--- config.mk ---
export PLATFORM = sky130hd
export DESIGN_NAME = data_pipe
export DESIGN_NICKNAME = d
export VERILOG_FILES = /design/src/rtl/hdl_lib_pkg.sv /design/src/rtl/data_pipe_stage.sv /design/src/rtl/data_pipe.sv
export SDC_FILE = /design/constraint.sdc
export NUM_CORES = 1
export LEC_CHECK = 0
export CELL_PAD_IN_SITES_DETAIL_PLACEMENT = 1
export CELL_PAD_IN_SITES_GLOBAL_PLACEMENT = 2
export CORE_MARGIN = 2
export CORE_UTILIZATION = 25
export CTS_BUF_LIST = sky130_fd_sc_hd__clkbuf_2 sky130_fd_sc_hd__clkbuf_4 sky130_fd_sc_hd__clkbuf_8
export CTS_CLUSTER_DIAMETER = 200
export DETAILED_ROUTE_END_ITERATION = 7
export GPL_TIMING_DRIVEN = 0
export HOLD_SLACK_MARGIN = 0.1
export PLACE_DENSITY_LB_ADDON = 0.1
export SLEW_MARGIN = 20
export SYNTH_ARGS = -nofsm -noshare
export SYNTH_HDL_FRONTEND = slang
export SYNTH_SLANG_ARGS = --single-unit
--- constraint.sdc ---
create_clock -name clk -period 2.4 [get_ports clk]
set_input_delay 0.24 -clock clk [delete_from_list [all_inputs] [get_ports clk]]
set_output_delay 0.24 -clock clk [all_outputs]
set_load 0.01 [all_outputs]
--- src/rtl/hdl_lib_pkg.sv ---
// Shared library package: tagged-value layout helper and pipeline depth limit.
// A tagged value is {valid, payload}, with the valid bit directly above the payload.
package hdl_lib;

    localparam int MAX_PIPE_STAGES = 8;

    // Bit index of the valid tag inside a tagged value with the given payload width.
    function automatic int tag_valid_idx(input int payload_w);
        return payload_w;
    endfunction

endpackage

--- src/rtl/data_pipe_stage.sv ---
// One pipeline stage: a valid bit plus payload register that loads from upstream
// whenever it is allowed to, and self-clears its payload whenever it ends up empty.
module data_pipe_stage
    import hdl_lib::*;
#(
    parameter int InBitWidth = 32
) (
    input  logic                  clk,
    input  logic                  clear_i,
    input  logic                  load_i,
    input  logic                  src_valid_i,
    input  logic [InBitWidth-1:0] src_data_i,
    output logic                  valid_o,
    output logic [InBitWidth-1:0] data_o
);

    logic                  valid_q;
    logic                  valid_d;
    logic [InBitWidth-1:0] data_q;
    logic [InBitWidth-1:0] data_d;

    // Next-state: clear wins, otherwise take upstream (zeroed if a bubble), else hold.
    always_comb begin
        valid_d = valid_q;
        data_d  = data_q;
        if (clear_i) begin
            valid_d = 1'b0;
            data_d  = {InBitWidth{1'b0}};
        end else if (load_i) begin
            valid_d = src_valid_i;
            data_d  = src_valid_i ? src_data_i : {InBitWidth{1'b0}};
        end else begin
            valid_d = valid_q;
            data_d  = data_q;
        end
    end

    // Stage register.
    always_ff @(posedge clk) begin
        valid_q <= valid_d;
        data_q  <= data_d;
    end

    assign valid_o = valid_q;
    assign data_o  = data_q;

endmodule

--- src/rtl/data_pipe.sv ---
// Elastic register pipeline for tagged values: bubbles collapse, full-throughput
// handshake, flush and synchronous reset clear every stage.
module data_pipe
    import hdl_lib::*;
#(
    parameter int ParamStages = 2,
    parameter int InBitWidth  = 32
) (
    input  logic                clk,
    input  logic                reset,
    input  logic [InBitWidth:0] in_data,
    output logic                in_ready,
    output logic [InBitWidth:0] out_data,
    input  logic                out_ready,
    input  logic                flush,
    output logic [3:0]          occupancy
);

    localparam int VldIdx = tag_valid_idx(InBitWidth);
    localparam int Last   = ParamStages - 1;

    if (ParamStages < 1 || ParamStages > MAX_PIPE_STAGES) begin : g_bad_param
        $error("data_pipe: ParamStages out of range 1..8");
    end

    logic                  stg_valid_s [ParamStages];
    logic [InBitWidth-1:0] stg_data_s  [ParamStages];
    logic [ParamStages-1:0] load_s;
    logic                  clear_s;
    logic                  in_xfer_s;
    logic                  out_xfer_s;
    logic [3:0]            occ_q;
    logic [3:0]            occ_d;

    assign clear_s = reset | flush;

    // Ready chain walked from the output end: a stage may load if it is empty
    // or the stage after it may load (which is exactly "this stage advances").
    always_comb begin
        logic downstream_load;
        load_s          = {ParamStages{1'b0}};
        downstream_load = out_ready;
        for (int k = Last; k >= 0; k--) begin
            load_s[k]       = ~stg_valid_s[k] | downstream_load;
            downstream_load = load_s[k];
        end
    end

    for (genvar k = 0; k < ParamStages; k++) begin : g_stage
        logic                  src_valid_s;
        logic [InBitWidth-1:0] src_data_s;

        if (k == 0) begin : g_head
            assign src_valid_s = in_data[VldIdx];
            assign src_data_s  = in_data[InBitWidth-1:0];
        end else begin : g_body
            assign src_valid_s = stg_valid_s[k-1];
            assign src_data_s  = stg_data_s[k-1];
        end

        data_pipe_stage #(
            .InBitWidth (InBitWidth)
        ) u_stage (
            .clk         (clk),
            .clear_i     (clear_s),
            .load_i      (load_s[k]),
            .src_valid_i (src_valid_s),
            .src_data_i  (src_data_s),
            .valid_o     (stg_valid_s[k]),
            .data_o      (stg_data_s[k])
        );
    end

    assign in_ready   = load_s[0] & ~flush;
    assign in_xfer_s  = in_data[VldIdx] & in_ready;
    assign out_xfer_s = stg_valid_s[Last] & out_ready;

    // Occupancy tracks accepted minus consumed values; cleared with the stages.
    always_comb begin
        occ_d = occ_q;
        if (clear_s) begin
            occ_d = 4'd0;
        end else if (in_xfer_s && !out_xfer_s) begin
            occ_d = occ_q + 4'd1;
        end else if (!in_xfer_s && out_xfer_s) begin
            occ_d = occ_q - 4'd1;
        end else begin
            occ_d = occ_q;
        end
    end

    // Occupancy register.
    always_ff @(posedge clk) begin
        occ_q <= occ_d;
    end

    assign occupancy = occ_q;
    assign out_data  = {stg_valid_s[Last], stg_data_s[Last]};

endmodule

# Yosys cells after proc, flatten, opt, wreduce, memory -nomap -nowiden

Index checks and enable logic that the tools add are counted.

$add $sub $neg: 2
Bitwise gates (word level): 9
Mux-type cells: 4
Reductions and logical operators: 5

Operators with widths:

| cell                                             | number |
|---|---|
| 2-to-1 mux 32 bit                                | 2 |
| 2-to-1 mux 4 bit                                 | 2 |
| adder 4 x 1 -> 4 bit, second input constant      | 1 |
| subtractor 4 x 1 -> 4 bit, second input constant | 1 |
| bitwise AND 1 bit                                | 3 |
| NOT 1 bit                                        | 3 |
| OR 1 bit                                         | 3 |
| logical AND 1 bit                                | 2 |
| logical NOT 1 bit                                | 2 |
| nonzero test 2 bit                               | 1 |

Word-level logic and storage cells: 25
Output and inout port bits: 38
Bits in registers: 70
Input port bits: 37

# Logic depth before layout (Yosys ltp)

Depth after elaboration: 9
Gate-level depth with buffers: 13
Gate-level depth less buffers: 11

# Modules after synthesis

A second synthesis with hierarchy kept.

Cells, all modules: 326
Area total of the unflattened synthesis: 3749.8 µm²

By module, submodules not included:

| module          | times used | cells each | area each (µm²) | sequential area each (µm²) |
|---|---|---|---|---|
| data_pipe_stage | 2          | 146        | 1730.4          | 660.6 |
| data_pipe       | 1          | 34         | 289.0           | 80.1 |

# Worst setup path after synthesis

Ideal clock, no wire load.

Kind: register to register
Start point: register g_stage[1].u_stage.valid_q
End point: register occ_q[3] (netlist: occupancy[3])
Setup time: 0.058 ns
Required time: 2.342 ns
Period minus slack after synthesis: 2.464 ns
Cell stages (with the launch flop): 14
Slack: -0.064 ns
Buffers on the path: 2
Arrival: 2.405 ns
Cell sequence: dfxtp_1 nor2b_2 buf_6 and2_4 buf_6 nor2_1 and2_1 ha_1 inv_1 ha_1 a21oi_1 a211o_1 a211oi_1 a31o_1

Cells in the longest elaborated chain, start to end: 8
Elaborated cells between the ends (all ways): 12
Those cells by class: 1 x mux; 6 x bitwise; 5 x reduce/logical

RTL lines:

| element                             | line                  | text |
|---|---|---|
| start, declared                     | data_pipe_stage.sv:17 | `logic valid_q;` |
| start signal, assigned              | data_pipe_stage.sv:40 | `valid_q <= valid_d;` |
| NOT 1 bit (*)                       | data_pipe.sv:44       | `load_s[k] = ~stg_valid_s[k] \| downstream_load;` |
| OR 1 bit (*) (2 in a row)           | data_pipe.sv:44       |  |
| bitwise AND 1 bit (*)               | data_pipe.sv:74       | `assign in_ready = load_s[0] & ~flush;` |
| via in_ready                        | data_pipe.sv:12       | `output logic in_ready,` |
| bitwise AND 1 bit (*)               | data_pipe.sv:75       | `assign in_xfer_s = in_data[VldIdx] & in_ready;` |
| logical NOT 1 bit                   | data_pipe.sv:85       | `end else if (!in_xfer_s && out_xfer_s) begin` |
| logical AND 1 bit                   | data_pipe.sv:85       |  |
| nonzero test 2 bit (no source line) | --                    |  |
| end signal, assigned                | data_pipe.sv:94       | `occ_q <= occ_d;` |
| end, declared                       | data_pipe.sv:32       | `logic [3:0] occ_q;` |

The timed path passes the listed nets; every way through them passes the cells marked *.
A chain may end at the register's enable or synchronous reset.

# Worst setup path after layout

Start point: register g_stage[1].u_stage.valid_q
End point: register occ_q[3] (netlist: occupancy[3])

Cells in the longest elaborated chain, start to end: 8
Elaborated cells between the ends (all ways): 12
Those cells by class: 1 x mux; 6 x bitwise; 5 x reduce/logical

RTL lines:

| element                             | line |
|---|---|
| NOT 1 bit                           | data_pipe.sv:44 |
| OR 1 bit (2 in a row)               | data_pipe.sv:44 |
| bitwise AND 1 bit                   | data_pipe.sv:74 |
| bitwise AND 1 bit                   | data_pipe.sv:75 |
| logical NOT 1 bit                   | data_pipe.sv:85 |
| logical AND 1 bit                   | data_pipe.sv:85 |
| nonzero test 2 bit (no source line) | -- |

Parallel ways exist; a longest one is shown, timed or not.

==> results.txt <==
----------------------------------------------------
[Routing]
  Final antenna-violating net count ... 0
  Final routed wire length divided by cell count ... 14.7 um
  Detailed Route WL ... 8.21 mm
  Router iterations before antenna repair ... 4
  Detailed-route vias per instance ... 4.54
  Starting DRT DRC Count ... 50
  DRC errors left ... 0
  Via count ... 2532

[Logic synthesis]
  Sequential cell area fraction in the yosys report ... 0.521
  Fraction of synthesis flops using an asynchronous set or reset pin ... 0
  Synthesized area ... 2690 um^2
  Number of flops mapped to enable cells by yosys ... 0
  Cell count after synthesis ... 328
  Number of library cell types mapped by synthesis ... 23
  Number of register bits inferred by synthesis ... 70
  Leading register cell type out of synthesis ... sky130_fd_sc_hd__dfxtp_1
  Number of warnings reported in the yosys synthesis log ... 0
  Net count after synthesis ... 369
  Mapped Avg Cell Area ... 8.20 um^2

[STA]
  Total count of hold-check failures in the final report ... 0
  Headroom to the max-slew limit ... 0.659
  Smallest setup slack after layout ... 0.155 ns
  Final Max Slew Viols ... 0
  Final cycle utilization of the critical path ... 0.935
  Worst slack on hold paths ... 0.261 ns
  Time the worst path needs with I/O delays and setup ... 2.24 ns
  Achievable frequency ... 0.446 GHz
  Post-Route Setup TNS ... 0 ns
  Final number of setup-violating endpoints ... 0
  Maximum clock skew at final layout ... 0.00857 ns
  Pin slew with the least headroom to its limit ... 0.512 ns

[Power]
  Peak supply drop ... 0.000195 V
  Sequential power share ... 0.529
  Net Switching ... 551 uW
  Internal portion of total power ... 1700 uW
  Combinational Power Share ... 0.085
  Leakage component of the power ... 0.00129 uW
  Clock power frac ... 0.386
  Areal power density over the cells ... 584 nW/um^2
  Switching portion of total power ... 0.245

[GRT]
  Vias in the first global route ... 2576
  Top Usage Layer GRT ... met2
  GR Overflow Total ... 0
  Met2 track utilization from global routing ... 0.249
  Pin count of the biggest net entering global routing ... 12
  Routing usage on met3 ... 0.0375
  Global routing usage summed across all routing layers ... 0.149
  Met1 usage ... 0.187
  Initial antenna violation count ... 0
  First-pass GRT wire length ... 13.3 mm

[Placed design]
  Port Buf Inserts ... 73
  Post-Place Setup Slack ... -0.588 ns
  Area after DPL ... 3590 um^2
  DP Wirelength ... 5.88 mm
  Routability cong. ... 0.715

[Layout]
  Layout Utilization ... 0.372
  FILL cells ... 1258
  Final non-filler cell area ... 3860 um^2
  Final #Nets ... 458
  Most frequent cells in the layout ... sky130_fd_sc_hd__clkdlybuf4s50_1 (72), sky130_fd_sc_hd__dfxtp_1 (69), sky130_fd_sc_hd__nand2_1 (66)
  Share of post-route cells with drive strength above 1 ... 0.128
  Area Overhead vs Synth ... 43.3%
  Leading cell type in the layout, fill and taps excluded ... sky130_fd_sc_hd__clkdlybuf4s50_1
  N_diodes ... 0

[Clocking]
  Library cell used as clock root buffer ... sky130_fd_sc_hd__clkbuf_8
  Total clock sinks ... 70
  Largest buffer count on any clock path ... 2
  Clock buffers created by TritonCTS ... 9
  Clock tree from TritonCTS ... yes
  Clk slew on worst S/H paths ... 0.08 ns
  Depth of the CTS H-tree ... 3
  Clock latency on the worst-skew pair ... 0.34 ns

[Floorplan]
  Initial cell density of the core ... 0.259
  Core region area ... 10400 um^2
  Die area ... 11600 um^2
  Site row count ... 37
  Vertical die dimension ... 108 um
  I/O Pins ... 75
  DIE WIDTH ... 108 um

[Setup path]
  Maximum fanout along the worst path ... 8
  Crit. End Element ... flop
  Data required time at the worst endpoint ... 2.70 ns
  Worst path slowest cell ... sky130_fd_sc_hd__dfxtp_2
  Maximum cell stage delay along the critical path ... 0.34 ns
  Type of the worst setup path ... reg2reg
  CP cell instances ... nor2b_4 -> and2_4 -> buf_6 -> nor2_4 -> and2_4 -> ha_4 -> inv_4 -> ha_1 -> nand3_2 -> a211o_1 -> a211oi_2 -> a31o_1
  Crit start category ... flop
  CP most frequent cell ... sky130_fd_sc_hd__and2_4
  Critical path data arrival time ... 2.54 ns

[Status]
  Run status ... completed

[Hold path]
  Type of the most critical hold path ... in2reg

[Flow run]
  Max capacitance violation total ... 0

----------------------------------------------------
-- Yosys cell counts, drive strengths merged (2+ instances only) --
library cell	n	share of area
ha	3	0.014
clkbuf	10	0.014
nor2	11	0.015
a21oi	66	0.12
nand2	66	0.092
buf	22	0.054
dfxtp	70	0.52
nand3	66	0.12
inv	2	0.0028
and2	2	0.0056
-- path summary, 6_finish.rpt --
check / start / end / slack [ns] / cells after the start
worst min-delay path: in_data[32] / g_stage[0].u_stage.data_o[2] / 0.26 / 3
worst min register to register: g_stage[1].u_stage.data_o[16] / g_stage[1].u_stage.data_o[16] / 0.45 / 2
worst max-delay path: g_stage[1].u_stage.valid_o / occupancy[3] / 0.16 / 12
worst max register to register: g_stage[1].u_stage.valid_o / occupancy[3] / 0.16 / 12
-- power by group through the flow --
stage | clock, uW | combinational (uW) | sequential, uW
global placement | 0 | 182 | 1220
detailed placement | 0 | 183 | 1220
finish | 870 | 191 | 1190
global route | 951 | 213 | 1190
floorplan | 0 | 80.0 | 1220
CTS | 903 | 191 | 1190
-- final cells by class --
class / instances / area (um^2) / area share
clock inverters: 4 / 22.5 / 0.00584
flip-flops and latches: 70 / 1400 / 0.364
repair buffers: 79 / 774 / 0.201
clock buffers: 12 / 153 / 0.0396
plain buffers: 31 / 173 / 0.0448
well taps: 136 / 170 / 0.0441
inverters: 2 / 10.0 / 0.00260
multi-input cells: 224 / 1150 / 0.299
-- flip-flops by register name, indices dropped and copies added, names as in the netlist --
| register | cells |
|---|---|
| occupancy | 4 |
| g_stage.u_stage.valid_o | 2 |
| g_stage.u_stage.data_o | 64 |
-- layer usage --
metal  share of wire  vias up
met3           0.038        5
met1            0.48     1193
met2            0.48       53
met5               0        -
li1                -     1281
met4          0.0088        0
-- what timing repair did --
action,CTS,global route
setup endpoints to repair,2,2
setup buffers,2,4
resized for setup,10,3
pin swaps,4,2
cloned,0,0
hold buffers,0,0
-- critical path, delay by kind of cell (launching register included) --
family	cells	cell delay, ns
compound gates	3	0.59
fa+ha+maj	2	0.42
flops	1	0.34
simple gates	5	0.66
buf+inv	2	0.18
-- stage by stage --
stage               total power (uW)  std cells
floorplan                       1300        328
global placement                1400        537
detailed placement              1400        537
CTS                             2290        554
global route                    2360        558
finish                          2250        558
-- cell families (layout without fill, tap and decap cells) --
family / after synthesis / in the layout / share of synthesized area
and+or+nand+nor: 148 / 148 / 0.244
DFF: 70 / 70 / 0.521
AOI/OAI and AO/OA: 69 / 69 / 0.132
buffers and inverters: 34 / 128 / 0.0712
adders and majority gates: 4 / 4 / 0.0214
xor gates and xnor gates: 2 / 2 / 0.00651
muxes: 1 / 1 / 0.00372
Power figures use the tool's default switching activity.
